===== src/rtl/mod_arith_pipe.sv =====
// Four-stage modular mul/add/sub/MAC unit over Z_Q with Barrett reduction.
// The whole pipe advances together and holds while the output is stalled.
module mod_arith_pipe #(
    parameter int WIDTH = 13,
    parameter int Q     = 7681,
    parameter int CNT_W = 16
) (
    input  logic             clk,
    input  logic             rst,
    input  logic             in_valid,
    output logic             in_ready,
    input  logic [1:0]       op,
    input  logic [WIDTH-1:0] a,
    input  logic [WIDTH-1:0] b,
    input  logic             acc_clr,
    output logic             out_valid,
    input  logic             out_ready,
    output logic [WIDTH-1:0] result,
    output logic [WIDTH-1:0] acc,
    output logic             range_err,
    output logic [CNT_W-1:0] op_cnt
);

    localparam int K  = 2 * WIDTH;
    localparam int PW = 2 * WIDTH;
    localparam int MW = WIDTH + 2;
    localparam int RW = WIDTH + 2;
    localparam logic [MW-1:0]    M  = MW'((64'd1 << K) / 64'(Q));
    localparam logic [WIDTH-1:0] QW = WIDTH'(Q);
    localparam logic [RW-1:0]    QR = RW'(Q);
    localparam logic [WIDTH:0]   QS = (WIDTH + 1)'(Q);

    localparam logic [1:0] OP_ADD = 2'b01;
    localparam logic [1:0] OP_SUB = 2'b10;
    localparam logic [1:0] OP_MAC = 2'b11;

    logic             adv;
    logic             v1, v2, v3;
    logic [1:0]       op1, op2, op3;
    logic [WIDTH-1:0] a1, b1;
    logic [PW-1:0]    p2, p_nx;
    logic [RW-1:0]    r3, r3_nx;

    logic [PW+MW-1:0] pm;
    logic [MW-1:0]    qh;
    logic [RW-1:0]    r4a, r4b;
    logic [WIDTH-1:0] r4, mac4, res4;
    logic [WIDTH:0]   sum4;

    assign in_ready = !(out_valid && !out_ready);
    assign adv      = in_ready;

    always_comb begin
        p_nx = '0;
        case (op1)
            OP_ADD:  p_nx = PW'(a1) + PW'(b1);
            OP_SUB:  p_nx = PW'(a1) + PW'(QW) - PW'(b1);
            default: p_nx = PW'(a1) * PW'(b1);
        endcase
    end

    // Barrett estimate leaves r' in [0, 3Q); two conditional subtracts finish it.
    assign pm    = (PW + MW)'(p2) * (PW + MW)'(M);
    assign qh    = MW'(pm >> K);
    assign r3_nx = RW'(p2 - PW'(qh) * PW'(QW));

    assign r4a  = (r3 >= QR) ? r3 - QR : r3;
    assign r4b  = (r4a >= QR) ? r4a - QR : r4a;
    assign r4   = WIDTH'(r4b);
    assign sum4 = {1'b0, r4} + {1'b0, acc};
    assign mac4 = (sum4 >= QS) ? WIDTH'(sum4 - QS) : WIDTH'(sum4);
    assign res4 = (op3 == OP_MAC) ? mac4 : r4;

    always_ff @(posedge clk) begin
        if (rst) begin
            v1        <= 1'b0;
            v2        <= 1'b0;
            v3        <= 1'b0;
            out_valid <= 1'b0;
            result    <= '0;
            acc       <= '0;
            range_err <= 1'b0;
            op_cnt    <= '0;
        end else begin
            if (adv) begin
                v1        <= in_valid;
                a1        <= a;
                b1        <= b;
                op1       <= op;
                v2        <= v1;
                op2       <= op1;
                p2        <= p_nx;
                v3        <= v2;
                op3       <= op2;
                r3        <= r3_nx;
                out_valid <= v3;
                if (v3)
                    result <= res4;
            end
            if (in_valid && adv && (a >= QW || b >= QW))
                range_err <= 1'b1;
            // A clear beats a MAC retiring on the same edge.
            if (acc_clr)
                acc <= '0;
            else if (adv && v3 && op3 == OP_MAC)
                acc <= mac4;
            if (out_valid && out_ready)
                op_cnt <= op_cnt + 1'b1;
        end
    end

endmodule


===== config.mk =====
export PLATFORM = sky130hd
export DESIGN_NAME = mod_arith_pipe
export DESIGN_NICKNAME = d
export VERILOG_FILES = /design/src/rtl/mod_arith_pipe.sv
export SDC_FILE = /design/constraint.sdc
export NUM_CORES = 1
export LEC_CHECK = 0
export ABC_AREA = 1
export ABC_CLOCK_PERIOD_IN_PS = 14800
export BUFFER_PORTS_ARGS = -buffer_cell sky130_fd_sc_hd__buf_2
export CORE_ASPECT_RATIO = 0.8
export CORE_MARGIN = 2
export CORE_UTILIZATION = 40
export DETAILED_ROUTE_END_ITERATION = 16
export GPL_TIMING_DRIVEN = 0
export HOLD_SLACK_MARGIN = 0.03
export SLEW_MARGIN = 0
export SYNTH_ARGS = -nofsm -noshare
export SYNTH_HDL_FRONTEND = slang
export SYNTH_SLANG_ARGS = --single-unit

===== constraint.sdc =====
create_clock -name clk -period 14.8 [get_ports clk]
set_clock_uncertainty 0.05 [all_clocks]
set_input_delay 2.96 -clock clk [delete_from_list [all_inputs] [get_ports clk]]
set_output_delay 2.96 -clock clk [all_outputs]
set_load 0.1 [all_outputs]

; ---- Yosys cells after proc, flatten, opt, wreduce, memory -nomap -nowiden
; Index checks and enable logic that the tools add are counted.
[totals]
out_inout_bits = 45
word_cells = 54
regBits = 120
in_bits = 33
[classes]
n_mul = 3
bitwise_logic = 2
n_eq_ne = 3
n_reduce_logical = 12
order_cmp = 5
muxes = 5
n_addsub = 9
[ops]
columns = cell, count
row1 = $pmux W26 S2, 1
row2 = $mux W13, 3
row3 = $mul A26 B9 Y35 const B, 1
row4 = $ge A15 B13 Y1 const B, 2
row5 = $add A13 B13 Y14, 2
row6 = $ge A13 B13 Y1 const B, 2
row7 = $mul A13 B13 Y26, 1
row8 = $sub A13 B13 Y13 const B, 2
row9 = $add A16 B1 Y16 const B, 1
row10 = $mul A14 B13 Y15 const B, 1
row11 = $mux W15, 1
row12 = $sub A14 B13 Y15, 1
row13 = $sub A15 B13 Y15 const B, 1
row14 = $sub A15 B15 Y15, 1
row15 = $add A13 B13 Y14 const B, 1
row16 = $ge A14 B13 Y1 const B, 1
row17 = $logic_and A1 B1 Y1, 6
row18 = $eq A2 B2 Y1 const B, 2
row19 = $reduce_and A2 Y1, 2
row20 = $eq A2 B1 Y1 const B, 1
row21 = $logic_not A1 Y1, 2
row22 = $not A1 Y1, 2
row23 = $reduce_or A2 Y1, 1
row24 = $logic_or A1 B1 Y1, 1

; ---- Logic depth before layout (Yosys ltp)
; Gate-level depths: netlist of the first run.
[logic_depth]
word_depth = 8
ltp_mapped = 41
depth_no_buf = 39

; ---- Least setup slack after synthesis of the first run
; No wires, ideal clock.
[synth_path]
kind = reg2reg
from = reg p2[3]
to = reg r3[14], data pin
arrival_ns = 6.968
stages_incl_launch_ff = 38
required_time_ns = 14.498
n_path_buf = 0
path_slack_ns = 7.529
setup_ns = 0.252
period_less_slack_ns = 7.271
cell_sequence = edfxtp_1 -> ha_1 -> inv_1 -> fa_1 -> inv_1 -> ha_1 -> ha_1 -> a21oi_1 -> o21ai_0 -> nand2_1 -> o2111ai_1 -> nand3_1 -> nand2_1 -> a21o_1 -> xnor2_1 -> inv_1 -> fa_1 -> inv_1 -> [2 not listed] -> ha_1 -> inv_1 -> fa_1 -> inv_1 -> ha_1 -> fa_1 -> inv_1 -> ha_1 -> nand2_1 -> nor2_1 -> inv_1 -> o221ai_1 -> a31oi_1 -> nand3_1 -> nand2_1 -> inv_1 -> nand3_1 -> nand2_1
[synth_between]
elab_chain_len = 3
[synth_rtl]
columns = item, line_no
row1 = from (decl), 41  ; logic [PW-1:0] p2, p_nx;
row2 = from (signal assigned), 92  ; p2 <= p_nx;
row3 = $mul A26 B9 Y35, 63  ; assign pm = (PW + MW)'(p2) * (PW + MW)'(M);
row4 = $mul A14 B13 Y15, 65  ; assign r3_nx = RW'(p2 - PW'(qh) * PW'(QW));
row5 = $sub A15 B15 Y15 *, 65
row6 = net r3_nx[14], 42  ; logic [RW-1:0] r3, r3_nx;
row7 = to (signal assigned), 95  ; r3 <= r3_nx;
row8 = to (decl), 42
; The timed path passes the listed nets; every way through them passes the cells marked *.
; A chain may end at the register's enable or synchronous reset.

; ---- Worst setup path after layout of the first run
[layout_path]
from = reg p2[7]
to = reg r3[14], data pin
; The elaborated chain is that of the path after synthesis.

==> reports/results.txt, run 1 <==
Clock Path Buffers -> 2
Bufs and invs on worst path -> 10
Max layer used -> met4
Core Region -> 43400 um^2
Total grt overflow -> 0
Reg2Reg Setup Slack -> 6.54 ns
Num CTS Buffers -> 17
Count of final setup violators -> 0
R2r worst-path depth -> 37
Ports -> 78
Final worst path period share -> 0.558
Tightest Hold Check Type -> reg -> reg
Final Hold Fails -> 0
PostCTS Resize Cnt -> 0
Worst hold start -> op2[0]
Drt first-iter violations -> 1067
Number of inserted diodes -> 0
DP HPWL -> 40300 um
Startpoint type of the worst setup path -> flop
Setup Total Neg Slack -> 0 ns
Main flop type after synthesis -> edfxtp_1
Slew @ Worst Pin -> 0.805 ns
Most frequent CP cell -> inv_1
Worst R2R Start -> p2[7]
Slew HR -> 0.463
Gpl congestion -> 0.926
Mapped Avg Cell Area -> 7.36 um^2
MaxCap Viol Count -> 0
Area Overhead vs Synth -> 9.85%
CTS root buf -> clkbuf_16
First-pass GRT wire length -> 77900 um
Nets -> 2941
Yosys cell types -> 52
Instance count on the critical path -> 37
Fin crit period -> 8.26 ns
Latest clock arrival within the worst-skew pair -> 0.46 ns
Yosys warns -> 0
Routed via count -> 15385
Drt pass-1 iters -> 6
Worst EP required -> 14.95 ns
Crit end category -> flop
Status -> completed
CTS Sinks -> 120
Async S/R FF share, synth -> 0
Worst Path Max Fanout -> 5
Largest net degree at the start of global routing -> 28
Reg2reg end -> r3[14]
CP Capture Point -> r3[14]
Die X -> 239 um
Vias per cell -> 5.00
Crit path kind -> reg -> reg
Final ANT Viol Nets -> 0
Cells after Synth -> 2407
Seq/Total Area, Yosys -> 0.177
Initial antenna violation count -> 0
Routed wl met2 -> 20900 um
IO Port Bufs -> 77
DRC Markers -> 0
Crit path from -> p2[7]
Initial core utilization -> 0.408
Share of cells above drive strength 1 -> 0.0675
Net Count, Synth -> 2843
Family with the most delay on the worst path -> adder cells
Hold Buf Count CTS -> 0
Clock edge transition at the registers on the reported setup and hold paths -> 0.07 ns
Max-slew violation count -> 0
H-tree levels -> 4
Slowest stage cell, crit path -> fa_1
Arrival time worst endpoint -> 8.41 ns
WHS Path Cells -> 0
Most common cell after layout, fill and taps aside -> nand2_1
Synthesized flop and latch total -> 120
WL/cell -> 15.4 um
Most frequent cells in the layout -> nand2_1, inv_1, ha_1, fa_1, a21oi_1
Die area -> 46000 um^2
Delay of the slowest critical-path stage -> 0.61 ns
Routed wl met3 -> 2920 um
All-Layer GR Usage -> 0.216
Final WL -> 47500 um
Unrepaired setup endpoints after global routing -> false
Post-Syn Area -> 17700 um^2
WL met1 -> 22900 um
Row count -> 68
Die Span Y -> 192 um
CTS tree -> yes
Post-CTS Repair Setup Buffers -> 0
Fmax -> 121 MHz
Vias in the first global route -> 15196
Post-synth EDFFs -> 73
[cell families (layout without fill, tap and decap cells)]
kind of cell | Yosys count | after routing | synth area share
simple gates | 962 | 962 | 0.230
buf+inv | 589 | 700 | 0.127
fa+ha+maj | 403 | 403 | 0.349
compound gates | 270 | 270 | 0.0854
flops | 120 | 120 | 0.177
xor+xnor | 63 | 63 | 0.0311
[final cells by class]
| type | count | area (um^2) |
|---|---|---|
| timing repair buffer | 79 | 425 |
| clock inverter | 14 | 173 |
| sequential | 120 | 3130 |
| multi-input combinational | 1698 | 12300 |
| tap | 560 | 701 |
| buffer | 48 | 223 |
| clock buffer | 18 | 439 |
| fill | 4423 | 23900 |
| inverter | 541 | 2030 |
[layer usage]
layer	track usage	up-vias
met5	0	-
met4	0.0507	0
met3	0.0459	55
met2	0.345	384
met1	0.299	7194
li1	-	7752
[state kept, by name, indices dropped and copies added (netlist names)]
signal,count
op2,2
b1,13
v2,1
v3,1
op3,2
op1,2
v1,1
result,13
range_err,1
r3,15
out_valid,1
a1,13
acc,13
p2,26
op_cnt,16
[stage by stage]
stage | utilization | hold WS, ns | setup slack (ns) | instance area (um^2) | cells
after floorplan | - | 0.350 | 7.53 | 17700 | 2407
after global placement | 0.434 | 0.356 | 6.28 | 18800 | 3044
after detailed placement | 0.435 | 0.357 | 6.47 | 18900 | 3046
after CTS | 0.449 | 0.371 | 6.45 | 19500 | 3078
after global routing | 0.449 | 0.380 | 6.00 | 19500 | 3078
final | 0.449 | 0.372 | 6.54 | 19500 | 3078
[Yosys cell counts, types with 5 or more instances]
library cell,n,share of area
a21o_1,11,0.0047
a21oi_1,131,0.037
a31oi_1,12,0.0042
and2_1,5,0.0018
buf_2,7,0.0020
clkbuf_1,35,0.0074
dfxtp_1,47,0.053
edfxtp_1,73,0.12
fa_1,153,0.17
ha_1,250,0.18
inv_1,532,0.11
inv_2,7,0.0015
nand2_1,596,0.13
nand2_2,19,0.0067
nand3_1,118,0.033
nand3b_1,8,0.0034
nand4_1,38,0.013
nor2_1,130,0.028
nor2_2,6,0.0021
nor3_1,22,0.0062
nor4_1,9,0.0032
o21ai_0,80,0.023
o21bai_1,7,0.0030
xnor2_1,25,0.012
xor2_1,38,0.019
[how the worst min path moves through the flow]
stage / endpoint / slack [ns]
after floorplan: op3[0] / 0.35
after global routing: op3[0] / 0.38
after global placement: op3[0] / 0.36
after CTS: op3[0] / 0.37
after detailed placement: op3[0] / 0.36
final: op3[0] / 0.37
Power of run 1 is left out: the tool's default activity adds up to more than one toggle a clock period on the data nets, which glitch-free logic cannot reach.
==> run 2, diff against run 1 <==
- ABC_CLOCK_PERIOD_IN_PS: 14800 -> 7450
- clock period: 14.8 -> 7.45 ns (I/O delays scaled with it)
==> run 2 against run 1 <==
Maximum frequency is 14% higher. Cell count is 0.84% higher. Routed wire length is 2.1% higher. Design area is 3.3% higher. Utilization is 1.5 points higher. Die area stayed put. Critical path type unchanged. Largest cell class unchanged.
==> reports/results.txt, run 2 (same netlist as run 1, synthesis figures left out) <==
Pre-CTS WS -> -0.883 ns
M3 GR Usage -> 0.0459
Final WL -> 48500 um
MaxCap Viol Count -> 0
Final Hold Fails -> 0
Max-slew violation count -> 0
Die X -> 239 um
Fill cells -> 4371
Initial core utilization -> 0.408
Ports -> 78
Vias in the first global route -> 15314
Met2 Usage GRT -> 0.349
Initial antenna violation count -> 0
Number of inserted diodes -> 0
Max reg flops -> 26
DP HPWL -> 40300 um
Most frequent CP cell -> inv_2
Final worst setup slack -> 0.210 ns
Die area -> 46000 um^2
CTS tree -> yes
Largest net degree at the start of global routing -> 28
Drt pass-1 iters -> 7
Most frequent cells in the layout -> nand2_1, inv_1, ha_1, fa_1, a21oi_1
Gr busiest metal -> met2
Slew HR -> 0.454
Gpl congestion -> 0.926
Fmax -> 138 MHz
H-tree levels -> 4
WL/cell -> 15.6 um
Fin crit period -> 7.24 ns
All-Layer GR Usage -> 0.218
Clock edge transition at the registers on the reported setup and hold paths -> 0.07 ns
Row count -> 68
Grt met1 use -> 0.301
Vias per cell -> 5.04
Count of final setup violators -> 0
First-pass GRT wire length -> 78700 um
Status -> completed
Delay of the slowest critical-path stage -> 0.58 ns
Biggest regs -> p2 x26, op_cnt x16, r3 x15
Slowest stage cell, crit path -> fa_1
Latest clock arrival within the worst-skew pair -> 0.47 ns
Most common cell after layout, fill and taps aside -> nand2_1
Share of cells above drive strength 1 -> 0.0998
Num CTS Buffers -> 17
Worst EP required -> 7.61 ns
Hold Buf Count CTS -> 0
Arrival time worst endpoint -> 7.40 ns
Slew @ Worst Pin -> 0.819 ns
DRC Markers -> 0
Crit path kind -> reg -> reg
IO Port Bufs -> 77
Final worst path period share -> 0.972
Area Overhead vs Synth -> 13.5%
Clock Path Buffers -> 2
Nets -> 2967
Routed via count -> 15641
Reg with most FFs -> p2
Final ANT Viol Nets -> 0
Die Span Y -> 192 um
Startpoint type of the worst setup path -> flop
Core Region -> 43400 um^2
Tightest Hold Check Type -> reg -> reg
CTS Sinks -> 120
Drt first-iter violations -> 1067
Worst Path Max Fanout -> 3
Total grt overflow -> 0
CTS root buf -> clkbuf_16
Crit end category -> flop
==> run 2: changes by cell type in the layout (fill, tap and decap cells not counted), moves of 5 or more <==
cell	previous run	this run
buf_4	2	24
ha_1	250	229
ha_4	0	21
inv_1	532	520
inv_2	7	19
nand2_1	596	590
nor2_1	129	124
==> run 2: worst max-delay path: cells and delay by family, from the launching register on <==
| family | cells | cell delay (ns) |
|---|---|---|
| buffers and inverters | 12 | 0.84 |
| and+or+nand+nor | 10 | 0.76 |
| xor gates and xnor gates | 1 | 0.15 |
| adders and majority gates | 11 | 4.11 |
| AOI/OAI and AO/OA | 4 | 0.59 |
| DFF | 1 | 0.49 |
==> run 2: metrics by stage <==
step,instance area (um^2),setup TNS [ns],hold slack (ns),instances,util
global placement,18800,-0.989,0.356,3044,0.434
floorplan,17700,0,0.350,2407,-
finish,20100,0,0.372,3104,0.464
global route,20100,-0.0681,0.380,3104,0.464
CTS,19800,0,0.371,3091,0.457
detailed placement,18900,-1.17,0.357,3046,0.435
==> run 2: timing repair <==
action / CTS / global route
buffers inserted: 13 / 13
hold endpoints to repair: 0 / 0
resized for setup: 32 / 42
pin swaps: 14 / 31
setup endpoints to repair: 3 / 1
==> run 2: worst paths after layout <==
kind	from	to	slack, ns	cells after the start
max	p2[7]	r3[14]	0.21	38
min	op2[0]	op3[0]	0.37	0
max reg2reg	p2[7]	r3[14]	0.21	38
min reg2reg	op2[0]	op3[0]	0.37	0
==> run 2: area by class of cell <==
cell class / instances / area (um^2) / share of cell area
flip-flops and latches: 120 / 3130 / 0.156
repair buffers: 105 / 644 / 0.0320
clock buffers: 18 / 439 / 0.0218
inverters: 541 / 2030 / 0.101
well taps: 560 / 701 / 0.0348
multi-input cells: 1698 / 12800 / 0.635
clock inverters: 14 / 173 / 0.00858
plain buffers: 48 / 223 / 0.0111
==> run 2: routing by layer <==
layer	routed length, um	vias to the layer above	share of wire
met1	23100	7365	0.48
met4	967	0	0.020
li1	-	7804	-
met5	0	-	0
met3	2900	64	0.060
met2	21600	408	0.44
Power of run 2 is left out for the same reason.
